File: src/rtl/uart_rx_multi.sv
// uart_rx_multi: parametrised UART receiver.
// Configurable data width, stop-bit count and oversampling ratio.
// It filters false starts, flags framing errors and parks on a held-low line (break).
// Parity checking is optional. Define UART_RX_PARITY_EN to add the PARITY state
// and the PARITY_ODD parameter (0 = even, 1 = odd).
module uart_rx_multi #(
  parameter int CLOCK_HZ   = 10_000_000,
  parameter int BAUD       = 115200,
  parameter int OVERSAMPLE = 16,
  parameter int DATA_BITS  = 8,
  parameter int STOP_BITS  = 1
`ifdef UART_RX_PARITY_EN
  ,
  parameter int PARITY_ODD = 0
`endif
) (
  input  logic                 Clock,
  input  logic                 Reset,
  input  logic                 Rx_i,
  output logic [DATA_BITS-1:0] Data_o,
  output logic                 Done_o,
  output logic                 FrameError_o,
  output logic                 ParityError_o,
  output logic                 Busy_o
);

  localparam int TICKS = CLOCK_HZ / (BAUD * OVERSAMPLE);
  localparam int TW    = (TICKS > 1) ? $clog2(TICKS) : 1;
  localparam int SW    = $clog2(OVERSAMPLE);

  localparam logic [TW-1:0] TICK_LAST = TW'(TICKS - 1);
  localparam logic [SW-1:0] SAMP_MID  = SW'(OVERSAMPLE / 2 - 1);
  localparam logic [SW-1:0] SAMP_LAST = SW'(OVERSAMPLE - 1);
  localparam logic [3:0]    DATA_LAST = 4'(DATA_BITS - 1);
  localparam logic [3:0]    STOP_LAST = 4'(STOP_BITS - 1);

  if (TICKS < 1) begin : g_err_ticks
    $error("uart_rx_multi: CLOCK_HZ / (BAUD*OVERSAMPLE) must be at least 1");
  end
  if (OVERSAMPLE != 8 && OVERSAMPLE != 16) begin : g_err_os
    $error("uart_rx_multi: OVERSAMPLE must be 8 or 16");
  end
  if (DATA_BITS < 5 || DATA_BITS > 9) begin : g_err_db
    $error("uart_rx_multi: DATA_BITS must be 5..9");
  end
  if (STOP_BITS != 1 && STOP_BITS != 2) begin : g_err_sb
    $error("uart_rx_multi: STOP_BITS must be 1 or 2");
  end

  typedef enum logic [2:0] {
    S_IDLE,
    S_START,
    S_DATA,
`ifdef UART_RX_PARITY_EN
    S_PARITY,
`endif
    S_STOP,
    S_BREAK
  } state_t;

  state_t                 state_q, state_d;
  logic                   sync1_q, sync1_d;
  logic                   rx_s_q, rx_s_d;
  logic                   rx_prev_q, rx_prev_d;
  logic [1:0]             flush_q, flush_d;
  logic [TW-1:0]          tick_q, tick_d;
  logic [SW-1:0]          samp_q, samp_d;
  logic [3:0]             bit_q, bit_d;
  logic [DATA_BITS-1:0]   shift_q, shift_d;
  logic [DATA_BITS-1:0]   data_q, data_d;
  logic                   stop_bad_q, stop_bad_d;
  logic                   done_q, done_d;
  logic                   ferr_q, ferr_d;
  logic                   busy_q, busy_d;
  logic                   tick;
  logic                   mid;
  logic                   bad;
`ifdef UART_RX_PARITY_EN
  logic                   par_acc_q, par_acc_d;
  logic                   par_bad_q, par_bad_d;
  logic                   perr_q, perr_d;
`endif

  // Next-state logic: synchroniser, tick/sample counters and the receive FSM.
  // The edge detector only arms once the synchroniser has flushed its reset value,
  // so a line sitting low after reset needs a real 1->0 edge before it counts as a start.
  always_comb begin
    sync1_d    = Rx_i;
    rx_s_d     = sync1_q;
    flush_d    = (flush_q == 2'd2) ? flush_q : flush_q + 2'd1;
    rx_prev_d  = (flush_q == 2'd2) ? rx_s_q : 1'b0;
    state_d    = state_q;
    tick_d     = tick_q;
    samp_d     = samp_q;
    bit_d      = bit_q;
    shift_d    = shift_q;
    data_d     = data_q;
    stop_bad_d = stop_bad_q;
    busy_d     = busy_q;
    done_d     = 1'b0;
    ferr_d     = 1'b0;
    bad        = 1'b0;
`ifdef UART_RX_PARITY_EN
    par_acc_d  = par_acc_q;
    par_bad_d  = par_bad_q;
    perr_d     = 1'b0;
`endif

    tick = (tick_q == TICK_LAST);
    mid  = tick && (samp_q == SAMP_MID);

    if (state_q == S_IDLE) begin
      tick_d = '0;
      samp_d = '0;
    end else begin
      tick_d = tick ? '0 : tick_q + TW'(1);
      if (tick) begin
        samp_d = (samp_q == SAMP_LAST) ? '0 : samp_q + SW'(1);
      end
    end

    case (state_q)
      S_IDLE: begin
        busy_d = 1'b0;
        if (rx_prev_q && !rx_s_q) begin
          state_d = S_START;
        end
      end
      S_START: begin
        if (mid) begin
          if (!rx_s_q) begin
            state_d = S_DATA;
            busy_d  = 1'b1;
            bit_d   = '0;
`ifdef UART_RX_PARITY_EN
            par_acc_d = 1'b0;
            par_bad_d = 1'b0;
`endif
          end else begin
            state_d = S_IDLE;
          end
        end
      end
      S_DATA: begin
        if (mid) begin
          shift_d = {rx_s_q, shift_q[DATA_BITS-1:1]};
`ifdef UART_RX_PARITY_EN
          par_acc_d = par_acc_q ^ rx_s_q;
`endif
          if (bit_q == DATA_LAST) begin
            bit_d      = '0;
            stop_bad_d = 1'b0;
`ifdef UART_RX_PARITY_EN
            state_d    = S_PARITY;
`else
            state_d    = S_STOP;
`endif
          end else begin
            bit_d = bit_q + 4'd1;
          end
        end
      end
`ifdef UART_RX_PARITY_EN
      S_PARITY: begin
        if (mid) begin
          par_bad_d = ((par_acc_q ^ rx_s_q) != PARITY_ODD[0]);
          state_d   = S_STOP;
        end
      end
`endif
      S_STOP: begin
        if (mid) begin
          bad = stop_bad_q | ~rx_s_q;
          if (bit_q == STOP_LAST) begin
            if (bad) begin
              ferr_d  = 1'b1;
              state_d = rx_s_q ? S_IDLE : S_BREAK;
              busy_d  = ~rx_s_q;
            end else begin
              data_d  = shift_q;
`ifdef UART_RX_PARITY_EN
              done_d  = ~par_bad_q;
              perr_d  = par_bad_q;
`else
              done_d  = 1'b1;
`endif
              state_d = S_IDLE;
              busy_d  = 1'b0;
            end
          end else begin
            stop_bad_d = bad;
            bit_d      = bit_q + 4'd1;
          end
        end
      end
      S_BREAK: begin
        if (rx_s_q) begin
          state_d = S_IDLE;
          busy_d  = 1'b0;
        end
      end
      default: begin
        state_d = S_IDLE;
        busy_d  = 1'b0;
      end
    endcase
  end

  // State register: the line idles high, so the synchroniser resets to 1.
  // Every output is registered, so each pulse lands one clock after its deciding sample.
  always_ff @(posedge Clock or posedge Reset) begin
    if (Reset) begin
      sync1_q    <= 1'b1;
      rx_s_q     <= 1'b1;
      rx_prev_q  <= 1'b0;
      flush_q    <= 2'd0;
      state_q    <= S_IDLE;
      tick_q     <= '0;
      samp_q     <= '0;
      bit_q      <= '0;
      shift_q    <= '0;
      data_q     <= '0;
      stop_bad_q <= 1'b0;
      done_q     <= 1'b0;
      ferr_q     <= 1'b0;
      busy_q     <= 1'b0;
`ifdef UART_RX_PARITY_EN
      par_acc_q  <= 1'b0;
      par_bad_q  <= 1'b0;
      perr_q     <= 1'b0;
`endif
    end else begin
      sync1_q    <= sync1_d;
      rx_s_q     <= rx_s_d;
      rx_prev_q  <= rx_prev_d;
      flush_q    <= flush_d;
      state_q    <= state_d;
      tick_q     <= tick_d;
      samp_q     <= samp_d;
      bit_q      <= bit_d;
      shift_q    <= shift_d;
      data_q     <= data_d;
      stop_bad_q <= stop_bad_d;
      done_q     <= done_d;
      ferr_q     <= ferr_d;
      busy_q     <= busy_d;
`ifdef UART_RX_PARITY_EN
      par_acc_q  <= par_acc_d;
      par_bad_q  <= par_bad_d;
      perr_q     <= perr_d;
`endif
    end
  end

  assign Data_o       = data_q;
  assign Done_o       = done_q;
  assign FrameError_o = ferr_q;
  assign Busy_o       = busy_q;
`ifdef UART_RX_PARITY_EN
  assign ParityError_o = perr_q;
`else
  assign ParityError_o = 1'b0;
`endif

endmodule

File: config.mk
export PLATFORM = sky130hd
export DESIGN_NAME = uart_rx_multi
export DESIGN_NICKNAME = d
export VERILOG_FILES = /design/src/rtl/uart_rx_multi.sv
export SDC_FILE = /design/constraint.sdc
export NUM_CORES = 1
export LEC_CHECK = 0
export BUFFER_PORTS_ARGS = -buffer_cell sky130_fd_sc_hd__clkbuf_2
export CAP_MARGIN = 10
export CORE_MARGIN = 2
export CORE_UTILIZATION = 35
export CTS_CLUSTER_DIAMETER = 200
export DETAILED_ROUTE_END_ITERATION = 10
export HOLD_SLACK_MARGIN = 0.08
export SETUP_SLACK_MARGIN = 0.5
export SKIP_CTS_REPAIR_TIMING = 1
export SLEW_MARGIN = 20
export SYNTH_ARGS = -nofsm -noshare
export SYNTH_HDL_FRONTEND = slang
export SYNTH_SLANG_ARGS = --single-unit
File: constraint.sdc
create_clock -name Clock -period 3.35 [get_ports Clock]
set_clock_uncertainty 0.05 [all_clocks]
set_input_delay 0.5025 -clock Clock [delete_from_list [all_inputs] [get_ports Clock]]
set_output_delay 0.5025 -clock Clock [all_outputs]
set_load 0.02 [all_outputs]
==> results of run 1 <==
## routing by layer
metal | wire length, um | vias to the layer above | part of all wire | track usage
met5 | 0 | - | 0 | 0
met3 | 100 | 9 | 0.031 | 0.0318
li1 | - | 606 | - | -
met2 | 1470 | 20 | 0.46 | 0.185
met4 | 85 | 0 | 0.027 | 0.0655
met1 | 1540 | 609 | 0.48 | 0.154
## worst paths after layout
check                               startpoint                endpoint  slack (ns)  depth (start not counted)
min in group asynchronous                Reset  flush_q[0]$_DFFE_PP0P_        0.25                          3
hold / removal                            Rx_i        rx_s_d$_DFF_PP1_        0.24                          1
hold reg to reg               rx_s_d$_DFF_PP1_        rx_s_q$_DFF_PP1_        0.31                          0
max in group asynchronous                Reset        rx_s_q$_DFF_PP1_        2.65                          3
setup / recovery           tick_q[0]$_DFF_PP0_  shift_q[0]$_DFFE_PP0P_        1.22                          6
setup reg to reg           tick_q[0]$_DFF_PP0_  shift_q[0]$_DFFE_PP0P_        1.22                          6
## report_power, final
| part | internal [W] | switching (W) | total, W | leakage [nW] |
|---|---|---|---|---|
| Combinational | 0.0000663 | 0.0000885 | 0.000155 | 0.407 |
| Sequential | 0.000508 | 0.0000544 | 0.000562 | 0.520 |
| Clock | 0.000145 | 0.000157 | 0.000302 | 0.0412 |
## stage by stage
| step | cell area (um^2) | setup slack [ns] |
|---|---|---|
| floorplan | 1850 | 1.38 |
| global placement | 1970 | 1.29 |
| detailed placement | 1970 | 1.22 |
| CTS | 2060 | 1.21 |
| global route | 2060 | 1.08 |
| finish | 2060 | 1.22 |
## cell type report
cell class,instances,area (um^2)
sequential,39,978
clock buffer,6,72.6
timing repair buffer,14,72.6
clock inverter,2,12.5
tap,70,87.6
fill,511,3050
multi-input combinational,106,805
inverter,8,30.0
## cells in the final DEF (no fill, tap or decap), drive strengths merged, types with 2 or more instances in the layout
cell	Yosys	routed
mux2	16	16
nand3	5	5
nor4	2	2
o41ai	4	4
nand3b	3	3
dfstp	2	2
dfrtp	37	37
and2b	2	2
nor2	7	7
and2	2	2
o21ai	8	8
a211oi	3	3
clkbuf	5	19
inv	8	8
a21oi	6	6
o31ai	2	2
xnor2	2	2
nand2	7	7
and3	3	3
a311oi	2	2
ha	6	6
nor3b	2	2
nor2b	2	2
nand2b	3	3
nor3	3	3
## registers in the layout, indices dropped and copies added (netlist names)
signal        cells
rx_s_q            1
rx_s_d            1
samp_q            4
Data_o            8
stop_bad_q        1
state_q           3
FrameError_o      1
Done_o            1
flush_q           2
bit_q             4
rx_prev_q         1
tick_q            3
shift_q           8
Busy_o            1
## Yosys cell counts (2+ instances only)
library cell | count | area (um^2)
and3_1 | 3 | 18.8
nor4_1 | 2 | 12.5
nor2_1 | 7 | 26.3
xnor2_1 | 2 | 17.5
and2b_1 | 2 | 15.0
nand2b_1 | 3 | 18.8
mux2_2 | 16 | 180
dfrtp_1 | 37 | 926
o21ai_0 | 8 | 40.0
clkbuf_1 | 4 | 15.0
inv_1 | 8 | 30.0
nand3_1 | 4 | 20.0
dfstp_2 | 2 | 52.6
nand3b_1 | 3 | 22.5
a21oi_1 | 6 | 30.0
and2_1 | 2 | 12.5
o31ai_1 | 2 | 15.0
a211oi_1 | 3 | 22.5
nor2b_1 | 2 | 12.5
nor3b_1 | 2 | 15.0
ha_1 | 6 | 75.1
a311oi_1 | 2 | 17.5
o41ai_1 | 4 | 35.0
nand2_1 | 6 | 22.5
nor3_1 | 2 | 10.0
## cells by family after synthesis
group           share of synthesized area
xor+xnor                           0.0142
flops                               0.528
fa+ha+maj                          0.0405
buf+inv                            0.0385
mux                                0.0972
compound gates                      0.111
other cells                       0.00202
simple gates                        0.169
==> flow_metrics.py, run 1 <==
metrics = {
    "place": {
        "dpl.hpwl_mm": 2.27,
        "port_buffers": 13,
        "dp.cells": 237,
        "gp_congestion": 0.875,
    },
    "floorplan": {
        "rows": 26,
        "core_area_um2": 5110,
        "start_util": 0.363,
        "die-area_um2": 5900,
        "io_pins": 15,
        "die_y_um": 76.8,
        "die_w_um": 76.8,
    },
    "cts": {
        "cts_buffers": 5,
        "clk_latency_ns": 0.29,
        "clkSlewWorstSetupHoldPaths_ns": 0.07,
        "cts.sink_count": 39,
        "cts_tree": "yes",
        "htree_levels": 2,
        "cts_root_buf": "clkbuf_8",
        "cts.path.max_buffers": 2,
    },
    "synth": {
        "yosysSeqAreaShare": 0.528,
        "yosys_warnings": 0,
        "syn_inst": 160,
        "syn_nets": 169,
        "synth_edf_count": 0,
        "synth_ff_type": "dfrtp_1",
        "ys_ff_latch": 39,
        "async_flop_share": 1.00,
        "synth_area_um2": 1850,
        "syn_avg_cell_area_um2": 11.6,
        "synth_cell_types": 47,
    },
    "sta": {
        "timing.final.crit_period_ns": 2.13,
        "slew_headroom": 0.522,
        "clock.fmax_mhz": 469,
        "finalCritPeriodShare": 0.636,
        "worstMarginPinSlew_ns": 0.711,
        "setup-violations-final": 0,
        "setup_tns_ns": 0,
        "finalHoldViolations": 0,
        "drv_slew": 0,
        "fin_hold_ws_ns": 0.243,
        "rsz0062_at_grt": "false",
    },
    "layout": {
        "finalNetCount": 183,
        "antenna_cells": 0,
        "fin_cells": 245,
        "final_util": 0.403,
        "syn_to_final_growth_pct": 11.0,
        "drive_above_1_share": 0.274,
    },
    "routing": {
        "firstDrtPassIters": 4,
        "avgRoutedWirePerCell_um": 13.0,
        "drt-total-wl_mm": 3.20,
        "first_iter_violations": 77,
        "avgViaCountPerCell": 5.08,
        "drc": 0,
        "vias": 1244,
        "ant_nets": 0,
    },
    "setup_path": {
        "cp-start-kind": "flop",
        "max_stage_delay_ns": 0.40,
        "criticalPathCategory": "reg2reg",
        "cp_data_required_time_ns": 3.47,
        "cp_slowest_cell": "dfrtp_1",
        "critPathBufInv": 1,
        "crit_chain": "inv_1 > ha_1 > and4_2 > nand2_1 > nor3_4 > mux2_2",
        "path_max_fanout": 8,
        "cp_top_family": "simple AND/OR/NAND/NOR gates",
        "cp.arrival_ns": 2.26,
        "worstSetupEndpointType": "flop",
    },
    "hold_path": {
        "min_path_type": "in2reg",
    },
    "pwr": {
        "power_w": 0.00102,
        "p_per_area_nw_per_um2": 495,
        "ir_worst_vdd_v": 0.000330,
        "p_leak_nw": 0.967,
    },
    "global_routing": {
        "grt_pass1_wl_mm": 5.62,
        "track_usage": 0.120,
        "grt_pass1_vias": 1241,
        "grt_overflow": 0,
        "grt_max_degree": 40,
        "grt_antenna_before_repair": 0,
    },
    "flow_run": {
        "drv_cap": 0,
    },
    "run_status": {
        "outcome": "complete, no violations",
    },
}
Power figures use the tool's default switching activity.
==> run 2: changes to the inputs <==
- clock period: 3.35 -> 2.18 ns (I/O delays scaled with it)
==> run 2 against run 1 <==
Compared with the run above:
- hold slack got worse by 0.18 ns
- final cell count grew 4.9%
- core utilization is 5.4 points higher
- wire length rose by 17%
- clock-buffer cell count fell by 1
- first-iteration DRC count up 18%
- clock power is 98% higher
- fmax up 12%
- die area unchanged
- flip-flop and latch count unchanged
- critical endpoint is now bit_q[3]$_DFFE_PP0P_
==> flow_metrics.py, run 2 (synthesis results as in run 1) <==
metrics = {
    "run_status": {
        "outcome": "complete, no violations",
    },
    "routing": {
        "avgRoutedWirePerCell_um": 14.6,
        "ant_nets": 0,
        "avgViaCountPerCell": 5.17,
        "firstDrtPassIters": 4,
        "first_iter_violations": 91,
        "drc": 0,
        "vias": 1328,
        "drt-total-wl_mm": 3.75,
    },
    "floorplan": {
        "io_pins": 15,
        "die_w_um": 76.8,
        "die-area_um2": 5900,
        "start_util": 0.363,
        "rows": 26,
        "core_area_um2": 5110,
        "die_y_um": 76.8,
    },
    "setup_path": {
        "cp-start-kind": "flop",
        "worstSetupEndpointType": "flop",
        "path_max_fanout": 6,
        "cp_data_required_time_ns": 2.31,
        "cp.arrival_ns": 2.03,
        "criticalPathCategory": "reg2reg",
    },
    "place": {
        "port_buffers": 13,
        "dpl.hpwl_mm": 2.31,
        "dp.cells": 238,
        "placed_cell_area_um2": 2000,
        "gp_congestion": 0.834,
    },
    "layout": {
        "mostFrequentLayoutCell": "dfrtp_1",
        "antenna_cells": 0,
        "syn_to_final_growth_pct": 25.8,
        "drive_above_1_share": 0.406,
        "fin_cells": 257,
        "postLayoutCellArea_um2": 2330,
        "fillers": 487,
        "layout_common_cells": "dfrtp_1, clkbuf_2, buf_4, mux2_4",
        "finalNetCount": 195,
    },
    "global_routing": {
        "track_usage": 0.125,
        "grt_pass1_vias": 1288,
        "grt_pass1_wl_mm": 5.94,
        "grt_antenna_before_repair": 0,
        "grt_max_degree": 40,
        "grt_overflow": 0,
    },
    "cts": {
        "cts.path.max_buffers": 2,
        "htree_levels": 2,
        "clk_latency_ns": 0.29,
        "cts_buffers": 5,
        "cts_tree": "yes",
        "clkSlewWorstSetupHoldPaths_ns": 0.08,
        "cts.sink_count": 39,
        "cts_root_buf": "clkbuf_8",
    },
    "sta": {
        "setup-violations-final": 0,
        "clock.fmax_mhz": 525,
        "rsz0062_at_grt": "true",
        "finalCritPeriodShare": 0.874,
        "timing.final.crit_period_ns": 1.90,
        "setup_tns_ns": 0,
        "finalHoldViolations": 0,
        "drv_slew": 0,
        "worstMarginPinSlew_ns": 0.540,
        "slew_headroom": 0.640,
    },
    "pwr": {
        "ir_worst_vdd_v": 0.000727,
        "p_leak_nw": 1.07,
        "p_per_area_nw_per_um2": 788,
    },
    "flow_run": {
        "drv_cap": 0,
    },
    "hold_path": {
        "min_path_type": "in2async",
    },
}
-- run 2: final cells by class --
cell class | instances | area, um^2 | area share
Timing Repair Buffer | 26 | 178 | 0.0761
Sequential cell | 39 | 980 | 0.420
Clock inverter | 3 | 43.8 | 0.0188
Clock buffer | 5 | 68.8 | 0.0295
Inverter | 8 | 30.0 | 0.0129
Tap cell | 70 | 87.6 | 0.0375
Multi-Input combinational cell | 106 | 946 | 0.405
-- run 2: final timing paths --
path,startpoint,endpoint,slack (ns),depth (start not counted)
max,tick_q[0]$_DFF_PP0_,bit_q[3]$_DFFE_PP0P_,0.28,6
min,Reset,tick_q[2]$_DFF_PP0_,0.06,3
max reg2reg,tick_q[0]$_DFF_PP0_,bit_q[3]$_DFFE_PP0P_,0.28,6
min reg2reg,rx_s_d$_DFF_PP1_,rx_s_q$_DFF_PP1_,0.31,0
max in group asynchronous,Reset,rx_s_d$_DFF_PP1_,1.64,3
min in group Clock,rx_s_d$_DFF_PP1_,rx_s_q$_DFF_PP1_,0.31,0
-- run 2: routing by layer --
metal  wire length [um]  track usage  up-vias
met5                  0            0        -
met4                 65       0.0582        0
met3                 93       0.0282        8
met2               1910        0.200       20
met1               1680        0.160      670
li1                   -            -      630
-- run 2: power by group --
group | internal (W) | switching, W
logic | 0.000183 | 0.000180
registers | 0.000780 | 0.0000972
clock network | 0.000341 | 0.000258
-- run 2: per-stage QoR --
step | hold slack [ns] | worst slack (ns) | total power (W) | utilization
final | 0.0633 | 0.275 | 0.00184 | 0.457
after global routing | 0.132 | 0.221 | 0.00194 | 0.457
after CTS | 0.0569 | 0.150 | 0.00177 | 0.413
after detailed placement | 0.298 | 0.176 | 0.00116 | 0.391
after global placement | 0.297 | 0.244 | 0.00114 | 0.391
after floorplan | 0.281 | 0.340 | 0.00111 | -
-- run 2: worst max-delay path, cell delays in order (launching register included) --
cell and delay (ns):
dfrtp_1 0.41, inv_2 0.08, ha_4 0.17, nand2_4 0.07, or4_4 0.46, or2_4 0.30, a211o_1 0.26
